--- config.mk ---
export PLATFORM = sky130hd
export DESIGN_NAME = core_clock_ctrl_flat
export DESIGN_NICKNAME = d
export VERILOG_FILES = /design/src/rtl/core_clock_ctrl_if.sv /design/src/rtl/core_clock_ctrl.sv /design/src/flat_wrapper.sv
export SDC_FILE = /design/constraint.sdc
export NUM_CORES = 1
export LEC_CHECK = 0
export ABC_AREA = 1
export BUFFER_PORTS_ARGS = -buffer_cell sky130_fd_sc_hd__buf_2
export CAP_MARGIN = 20
export CORE_MARGIN = 1.5
export CORE_UTILIZATION = 50
export DETAILED_ROUTE_END_ITERATION = 6
export PLACE_DENSITY = 0.67
export SYNTH_ARGS = -nofsm -noshare
export SYNTH_HDL_FRONTEND = slang
export SYNTH_SLANG_ARGS = --single-unit
--- constraint.sdc ---
create_clock -name clk_i -period 3.7 [get_ports clk_i]
set_clock_uncertainty 0.1 [all_clocks]
set_input_delay 0.185 -clock clk_i [delete_from_list [all_inputs] [get_ports clk_i]]
set_output_delay 0.185 -clock clk_i [all_outputs]
set_load 0.005 [all_outputs]
--- src/rtl/core_clock_ctrl_if.sv ---
// Board/core side signal bundle for core_clock_ctrl.
// The controller drives through 'master'; the board/cpu side connects through 'slave'.
interface core_clock_ctrl_if #(
  parameter int unsigned NUM_KEYS = 2
) ();
  logic [NUM_KEYS-1:0] keys_n;
  logic [1:0]          mode;
`ifdef CORE_CLOCK_BURST_EN
  logic [7:0]          burst_len;
`endif
  logic                sys_rst;
  logic                core_ce;
  logic [NUM_KEYS-1:0] key_level;
  logic [NUM_KEYS-1:0] key_press;
  logic [1:0]          mode_active;
  logic [15:0]         tick_count;

`ifdef CORE_CLOCK_BURST_EN
  modport master (
    input  keys_n, mode, burst_len,
    output sys_rst, core_ce, key_level, key_press, mode_active, tick_count
  );
  modport slave (
    output keys_n, mode, burst_len,
    input  sys_rst, core_ce, key_level, key_press, mode_active, tick_count
  );
`else
  modport master (
    input  keys_n, mode,
    output sys_rst, core_ce, key_level, key_press, mode_active, tick_count
  );
  modport slave (
    output keys_n, mode,
    input  sys_rst, core_ce, key_level, key_press, mode_active, tick_count
  );
`endif
endinterface

--- src/rtl/core_clock_ctrl.sv ---
// Reset stretcher, push-button debouncer and core clock-enable generator for the MCPC core.
// Define CORE_CLOCK_BURST_EN to add burst_len: one step press then yields a burst of enables.
module core_clock_ctrl #(
  parameter int unsigned RST_STRETCH_W = 24,
  parameter int unsigned NUM_KEYS      = 2,
  parameter int unsigned DEBOUNCE_CYC  = 500000,
  parameter int unsigned RESET_KEY     = 0,
  parameter int unsigned STEP_KEY      = 1,
  parameter int unsigned SLOW_DIV      = 21,
  parameter int unsigned FAST_DIV      = 1
) (
  input logic               clk_i,
  input logic               rst_i,
  core_clock_ctrl_if.master ctrl_io
);
  localparam int unsigned    DbW    = $clog2(DEBOUNCE_CYC);
  localparam logic [DbW-1:0] DbLast = DbW'(DEBOUNCE_CYC - 1);

  typedef enum logic [1:0] {
    ModeManual = 2'b00,
    ModeSlow   = 2'b01,
    ModeFast   = 2'b10,
    ModeFull   = 2'b11
  } mode_e;

  logic [NUM_KEYS-1:0]      key_s1_q, key_s2_q;
  logic [NUM_KEYS-1:0]      key_lvl_q, key_lvl_d, key_prev_q, key_press;
  logic [DbW-1:0]           db_cnt_q [NUM_KEYS];
  logic [DbW-1:0]           db_cnt_d [NUM_KEYS];
  logic [1:0]               mode_s1_q, mode_s2_q;
  mode_e                    mode_q, mode_d;
  logic [RST_STRETCH_W-1:0] stretch_q, stretch_d;
  logic                     sys_rst_q, sys_rst_d;
  logic                     ce_q, ce_d;
  logic [SLOW_DIV-1:0]      div_q, div_d;
  logic [15:0]              tick_q, tick_d;
  logic                     rst_key, step_key, hold, mode_chg;
`ifdef CORE_CLOCK_BURST_EN
  logic [7:0]               burst_q, burst_d;
`endif

  assign key_press = key_lvl_q & ~key_prev_q;
  assign rst_key   = key_press[RESET_KEY];
  assign step_key  = key_press[STEP_KEY];
  // A reset-key press blocks enables in the same cycle it restarts the stretch.
  assign hold      = sys_rst_q | rst_key;
  assign mode_chg  = (mode_s2_q != mode_q);

  always_comb begin
    key_lvl_d = key_lvl_q;
    for (int k = 0; k < NUM_KEYS; k++) begin
      db_cnt_d[k] = '0;
      if (key_s2_q[k] != key_lvl_q[k]) begin
        if (db_cnt_q[k] == DbLast) begin
          key_lvl_d[k] = ~key_lvl_q[k];
        end else begin
          db_cnt_d[k] = db_cnt_q[k] + DbW'(1);
        end
      end
    end
  end

  always_comb begin
    stretch_d = stretch_q;
    sys_rst_d = sys_rst_q;
    if (rst_key) begin
      stretch_d = '0;
      sys_rst_d = 1'b1;
    end else if (sys_rst_q) begin
      if (&stretch_q) begin
        stretch_d = '0;
        sys_rst_d = 1'b0;
      end else begin
        stretch_d = stretch_q + RST_STRETCH_W'(1);
      end
    end
  end

  always_comb begin
    mode_d = mode_e'(mode_s2_q);
    div_d  = div_q + SLOW_DIV'(1);
    tick_d = tick_q + (ce_q ? 16'd1 : 16'd0);
    ce_d   = 1'b0;
`ifdef CORE_CLOCK_BURST_EN
    burst_d = burst_q;
`endif
    if (hold) begin
      div_d  = '0;
      tick_d = '0;
`ifdef CORE_CLOCK_BURST_EN
      burst_d = '0;
`endif
    end else if (mode_chg) begin
      // Switch cycle: clean divider restart, no enable, so no runt or doubled pulse.
      div_d = '0;
`ifdef CORE_CLOCK_BURST_EN
      burst_d = '0;
`endif
    end else begin
      unique case (mode_q)
        ModeManual: begin
`ifdef CORE_CLOCK_BURST_EN
          if (burst_q != 8'd0) begin
            ce_d    = 1'b1;
            burst_d = burst_q - 8'd1;
          end else if (step_key) begin
            ce_d    = 1'b1;
            burst_d = (ctrl_io.burst_len == 8'd0) ? 8'd0 : ctrl_io.burst_len - 8'd1;
          end
`else
          ce_d = step_key;
`endif
        end
        ModeSlow: ce_d = &div_q;
        ModeFast: ce_d = &div_q[FAST_DIV-1:0];
        ModeFull: ce_d = 1'b1;
      endcase
    end
  end

  always_ff @(posedge clk_i or posedge rst_i) begin
    if (rst_i) begin
      key_s1_q   <= '0;
      key_s2_q   <= '0;
      key_lvl_q  <= '0;
      key_prev_q <= '0;
      for (int k = 0; k < NUM_KEYS; k++) db_cnt_q[k] <= '0;
      mode_s1_q  <= '0;
      mode_s2_q  <= '0;
      mode_q     <= ModeManual;
      stretch_q  <= '0;
      sys_rst_q  <= 1'b1;
      ce_q       <= 1'b0;
      div_q      <= '0;
      tick_q     <= '0;
`ifdef CORE_CLOCK_BURST_EN
      burst_q    <= '0;
`endif
    end else begin
      key_s1_q   <= ~ctrl_io.keys_n;
      key_s2_q   <= key_s1_q;
      key_lvl_q  <= key_lvl_d;
      key_prev_q <= key_lvl_q;
      for (int k = 0; k < NUM_KEYS; k++) db_cnt_q[k] <= db_cnt_d[k];
      mode_s1_q  <= ctrl_io.mode;
      mode_s2_q  <= mode_s1_q;
      mode_q     <= mode_d;
      stretch_q  <= stretch_d;
      sys_rst_q  <= sys_rst_d;
      ce_q       <= ce_d;
      div_q      <= div_d;
      tick_q     <= tick_d;
`ifdef CORE_CLOCK_BURST_EN
      burst_q    <= burst_d;
`endif
    end
  end

  assign ctrl_io.sys_rst     = sys_rst_q;
  assign ctrl_io.core_ce     = ce_q;
  assign ctrl_io.key_level   = key_lvl_q;
  assign ctrl_io.key_press   = key_press;
  assign ctrl_io.mode_active = mode_q;
  assign ctrl_io.tick_count  = tick_q;

endmodule

--- src/flat_wrapper.sv ---
// flat-port wrapper written by rule: the top's interface ports become plain ports
module core_clock_ctrl_flat 
#(
  parameter int unsigned RST_STRETCH_W = 24,
  parameter int unsigned NUM_KEYS      = 2,
  parameter int unsigned DEBOUNCE_CYC  = 500000,
  parameter int unsigned RESET_KEY     = 0,
  parameter int unsigned STEP_KEY      = 1,
  parameter int unsigned SLOW_DIV      = 21,
  parameter int unsigned FAST_DIV      = 1
)
  (clk_i, rst_i, ctrl_io_keys_n, ctrl_io_mode, ctrl_io_sys_rst, ctrl_io_core_ce, ctrl_io_key_level, ctrl_io_key_press, ctrl_io_mode_active, ctrl_io_tick_count);
  core_clock_ctrl_if #(.NUM_KEYS(NUM_KEYS)) ctrl_io_i ();
  input logic clk_i;
  input logic rst_i;
  input wire logic [$bits(ctrl_io_i.keys_n)-1:0] ctrl_io_keys_n;
  input wire logic [$bits(ctrl_io_i.mode)-1:0] ctrl_io_mode;
  output wire logic [$bits(ctrl_io_i.sys_rst)-1:0] ctrl_io_sys_rst;
  output wire logic [$bits(ctrl_io_i.core_ce)-1:0] ctrl_io_core_ce;
  output wire logic [$bits(ctrl_io_i.key_level)-1:0] ctrl_io_key_level;
  output wire logic [$bits(ctrl_io_i.key_press)-1:0] ctrl_io_key_press;
  output wire logic [$bits(ctrl_io_i.mode_active)-1:0] ctrl_io_mode_active;
  output wire logic [$bits(ctrl_io_i.tick_count)-1:0] ctrl_io_tick_count;
  assign ctrl_io_i.keys_n = ctrl_io_keys_n;
  assign ctrl_io_i.mode = ctrl_io_mode;
  assign ctrl_io_sys_rst = ctrl_io_i.sys_rst;
  assign ctrl_io_core_ce = ctrl_io_i.core_ce;
  assign ctrl_io_key_level = ctrl_io_i.key_level;
  assign ctrl_io_key_press = ctrl_io_i.key_press;
  assign ctrl_io_mode_active = ctrl_io_i.mode_active;
  assign ctrl_io_tick_count = ctrl_io_i.tick_count;
  core_clock_ctrl #(.RST_STRETCH_W(RST_STRETCH_W), .NUM_KEYS(NUM_KEYS), .DEBOUNCE_CYC(DEBOUNCE_CYC), .RESET_KEY(RESET_KEY), .STEP_KEY(STEP_KEY), .SLOW_DIV(SLOW_DIV), .FAST_DIV(FAST_DIV)) u_core (.clk_i(clk_i), .rst_i(rst_i), .ctrl_io(ctrl_io_i));
endmodule
==> impl_metrics.sql <==
INSERT INTO impl_metrics (metric_group, metric, value, unit) VALUES
('floorplanning', 'start_util', '0.515', ''),
('final_layout', 'area_of_all_sequential_standard_cells', '0.00288', 'mm^2'),
('pwr', 'max-vdd-ir-drop', '0.420', 'mV'),
('hold_path', 'min_path_type', 'reg2reg', ''),
('floorplanning', 'floorplan.die.height', '115', 'um'),
('timing', 'final_max_slew_viol_count', '0', ''),
('critical_path', 'cp_data_arrival_time', '2170', 'ps'),
('final_layout', 'num_antenna_cells', '0', ''),
('critical_path', 'path_cells', 'inv_2, nor2_4, nor2_4, nand2_1, inv_2, o21ai_0, a21oi_1', ''),
('grt', 'grt_remaining_overflow', '0', ''),
('place', 'pre_cts_slack', '1790', 'ps'),
('pwr', 'power_per_cell_area', '459', 'mW/mm^2'),
('pwr', 'p_sw', '680', 'uW'),
('run_status', 'run_status', 'finished, final reports clean', ''),
('critical_path', 'cp-end-kind', 'flip-flop', ''),
('synth', 'avgSynthCellArea', '8.20', 'um^2'),
('synth', 'synth-simple-area-share', '0.353', ''),
('routing', 'finalWirelength', '13000', 'um'),
('floorplanning', 'core_area', '0.0121', 'mm^2'),
('cts', 'clock_latency', '410', 'ps'),
('floorplanning', 'placement_rows', '40', ''),
('timing', 'remaining_max_slew_budget_at_the_tightest_pin', '0.371', ''),
('critical_path', 'worst-endpoint-required', '3940', 'ps'),
('final_layout', 'share_of_post_route_cells_with_drive_strength_above_1', '0.184', ''),
('timing', 'timing_worst_slew_pin_value', '944', 'ps'),
('place', 'numPortBuffers', '29', ''),
('routing', 'drc_errors', '0', ''),
('final_layout', 'syn_to_final_growth', '17.4', '%'),
('cts', 'clock_buffer_count_from_cts', '17', ''),
('timing', 'max_clock_freq', '0.516', 'GHz'),
('timing', 'number_of_endpoints_failing_setup_at_the_final_stage', '0', ''),
('pwr', 'power.share.clock', '0.563', ''),
('timing', 'period_minus_slack', '1940', 'ps'),
('place', 'dp_hpwl', '9120', 'um'),
('synth', 'synth_top_family_by_area', 'simple AND/OR/NAND/NOR gates', ''),
('synth', 'synthDistinctLibCells', '44', ''),
('final_layout', 'design_area', '0.00732', 'mm^2'),
('pwr', 'sequentialPowerShare', '0.397', ''),
('place', 'post_dp_cell_area', '0.00658', 'mm^2'),
('critical_path', 'reg2reg_slack', '1760', 'ps'),
('hold_path', 'whs_endpoint', 'u_core.mode_d[0]', ''),
('cts', 'clock_sink_count', '115', ''),
('routing', 'wl_per_cell', '13.1', 'um'),
('floorplanning', 'io-pin-count', '30', ''),
('grt', 'first_global_vias', '4948', ''),
('final_layout', 'fin_nets', '822', ''),
('final_layout', 'layout.cells.most_common', 'nand2_1', ''),
('critical_path', 'reg2reg_depth', '7', ''),
('synth', 'synthesis.instances', '760', ''),
('cts', 'clock_tree_from_tritoncts', 'yes', ''),
('pwr', 'leakagePower', '0.00334', 'uW'),
('timing', 'finalWorstSetupSlack', '1760', 'ps'),
('routing', 'vias_per_cell', '5.12', ''),
('critical_path', 'critical_path_class', 'reg2reg', ''),
('grt', 'grt_start_max_net_pins', '76', ''),
('cts', 'cts-htree-levels', '4', ''),
('synth', 'postSynthRegisterBits', '115', ''),
('hold_path', 'worst_hold_startpoint', 'u_core.mode_s1_q[0]', ''),
('floorplanning', 'die_w', '115', 'um'),
('synth', 'synth_fa_ha_area_frac', '0.0120', ''),
('synth', 'synth-edff-count', '0', ''),
('final_layout', 'layout.cells.most_common_list', '155 x nand2_1, 119 x nor2_1, 114 x dfrtp_1', ''),
('grt', 'grt_antenna_before_repair', '0', ''),
('synth', 'synth_seq_area_share', '0.462', ''),
('routing', 'drt_pre_antenna_iters', '5', ''),
('critical_path', 'worst_path_max_delay_cell', 'dfrtp_1', ''),
('timing', 'final.hold.worst_slack', '247', 'ps'),
('timing', 'share_of_the_clock_period_used_by_the_worst_path_after_layout', '0.523', ''),
('final_layout', 'number_of_inserted_filler_cells_in_the_final_layout', '1058', ''),
('pwr', 'swShare', '0.203', ''),
('routing', 'number_of_drc_markers_after_the_initial_detailed_route_iteration', '289', '');
## cells in the mapped netlist, types with 2 or more instances
library cell | n | share of area
xor2_1 | 18 | 0.025
a21oi_1 | 29 | 0.023
o21ai_1 | 9 | 0.0072
ha_1 | 6 | 0.012
nor3_2 | 3 | 0.0048
dfrtp_1 | 114 | 0.46
nor2_2 | 11 | 0.011
nand2_2 | 20 | 0.020
nor3b_1 | 7 | 0.0084
nand4_1 | 19 | 0.019
nand3_1 | 36 | 0.029
buf_2 | 4 | 0.0032
inv_1 | 83 | 0.050
nor4_1 | 2 | 0.0020
inv_2 | 9 | 0.0054
xnor2_1 | 3 | 0.0042
a211oi_1 | 3 | 0.0036
o31ai_1 | 2 | 0.0024
nand3_2 | 9 | 0.014
o21a_1 | 3 | 0.0036
a21oi_2 | 2 | 0.0028
o22ai_1 | 2 | 0.0020
xor2_2 | 2 | 0.0052
nand2_1 | 155 | 0.093
nor2_8 | 3 | 0.0096
o21bai_1 | 5 | 0.0060
a31o_2 | 2 | 0.0028
o21ai_0 | 22 | 0.018
nor3_1 | 19 | 0.015
clkinv_1 | 3 | 0.0018
nand2_4 | 4 | 0.0072
nor2_4 | 19 | 0.034
nor2_1 | 119 | 0.072
a31oi_1 | 3 | 0.0030
## cell families after synthesis
logic type,after synthesis
compound gates,83
simple gates,432
fa+ha+maj,6
xor+xnor,23
flops,115
buf+inv,101
## per-layer routing
metal  GRT usage  vias to the layer above  routed length, um
li1            -                     2538                  -
met1       0.278                     2441               6100
met2       0.352                       73               6290
met3      0.0625                       16                466
met4      0.0817                        0                165
met5           0                        -                  0
## how the worst max path moves through the flow
| stage | start | endpoint | slack, ps |
|---|---|---|---|
| 2_1_floorplan | rst_i | u_core.ctrl_io.core_ce | 370 |
| 3_3_place_gp | u_core.ctrl_io.key_level[0] | u_core.div_q[5] | 1840 |
| 3_5_place_dp | u_core.ctrl_io.key_level[0] | u_core.div_q[14] | 1790 |
| 4_1_cts | u_core.ctrl_io.key_level[0] | u_core.div_q[5] | 1780 |
| 5_1_grt | u_core.ctrl_io.key_level[0] | u_core.div_q[11] | 1600 |
| 6_report | u_core.ctrl_io.key_level[0] | u_core.div_q[5] | 1760 |
## registers in the layout (all words and copies together), names as in the netlist
name	count
u_core.mode_d	2
u_core.ctrl_io.key_level	2
u_core.ctrl_io.sys_rst	1
u_core.key_s2_q	2
u_core.key_prev_q	2
u_core.mode_s1_q	2
u_core.ctrl_io.core_ce	1
u_core.ctrl_io.mode_active	2
u_core.ctrl_io.tick_count	16
u_core.key_s1_q	2
u_core.div_q	21
u_core.db_cnt_q	38
u_core.stretch_q	24
## power groups by stage
stage,clock network (uW),registers [uW],logic (uW)
2_1_floorplan,0,1350,78.2
3_3_place_gp,0,1350,131
3_5_place_dp,0,1350,133
4_1_cts,1920,1330,139
5_1_grt,1970,1340,156
6_report,1890,1330,136
## worst max-delay path, delay by kind of cell, from the launching register on
family,cells,cell delay [ps]
buffers and inverters,2,350
AND/OR/NAND/NOR,3,730
AO/OA/AOI/OAI,2,250
flip-flops,1,420
## through the flow
step / instances / util / power [uW]
after floorplan: 760 / - / 1420
after global placement: 954 / 0.544 / 1480
after detailed placement: 954 / 0.544 / 1480
after CTS: 990 / 0.604 / 3390
after global routing: 990 / 0.604 / 3460
final: 990 / 0.604 / 3360
## cell type report
type	count	share of cell area
multi-input combinational	544	0.406
sequential	115	0.393
clock buffer	23	0.0667
inverter	95	0.0491
timing repair buffer	37	0.0297
tap	168	0.0287
clock inverter	8	0.0268
## repair_timing
| item | 4_1_cts | 5_1_grt |
|---|---|---|
| setup buffers | 0 | 0 |
| endpoints found under the hold margin | 77 | 0 |
| hold buffers | 5 | 0 |
| resized for setup | 0 | 0 |
Note: power is estimated with default switching activity, not from simulation.
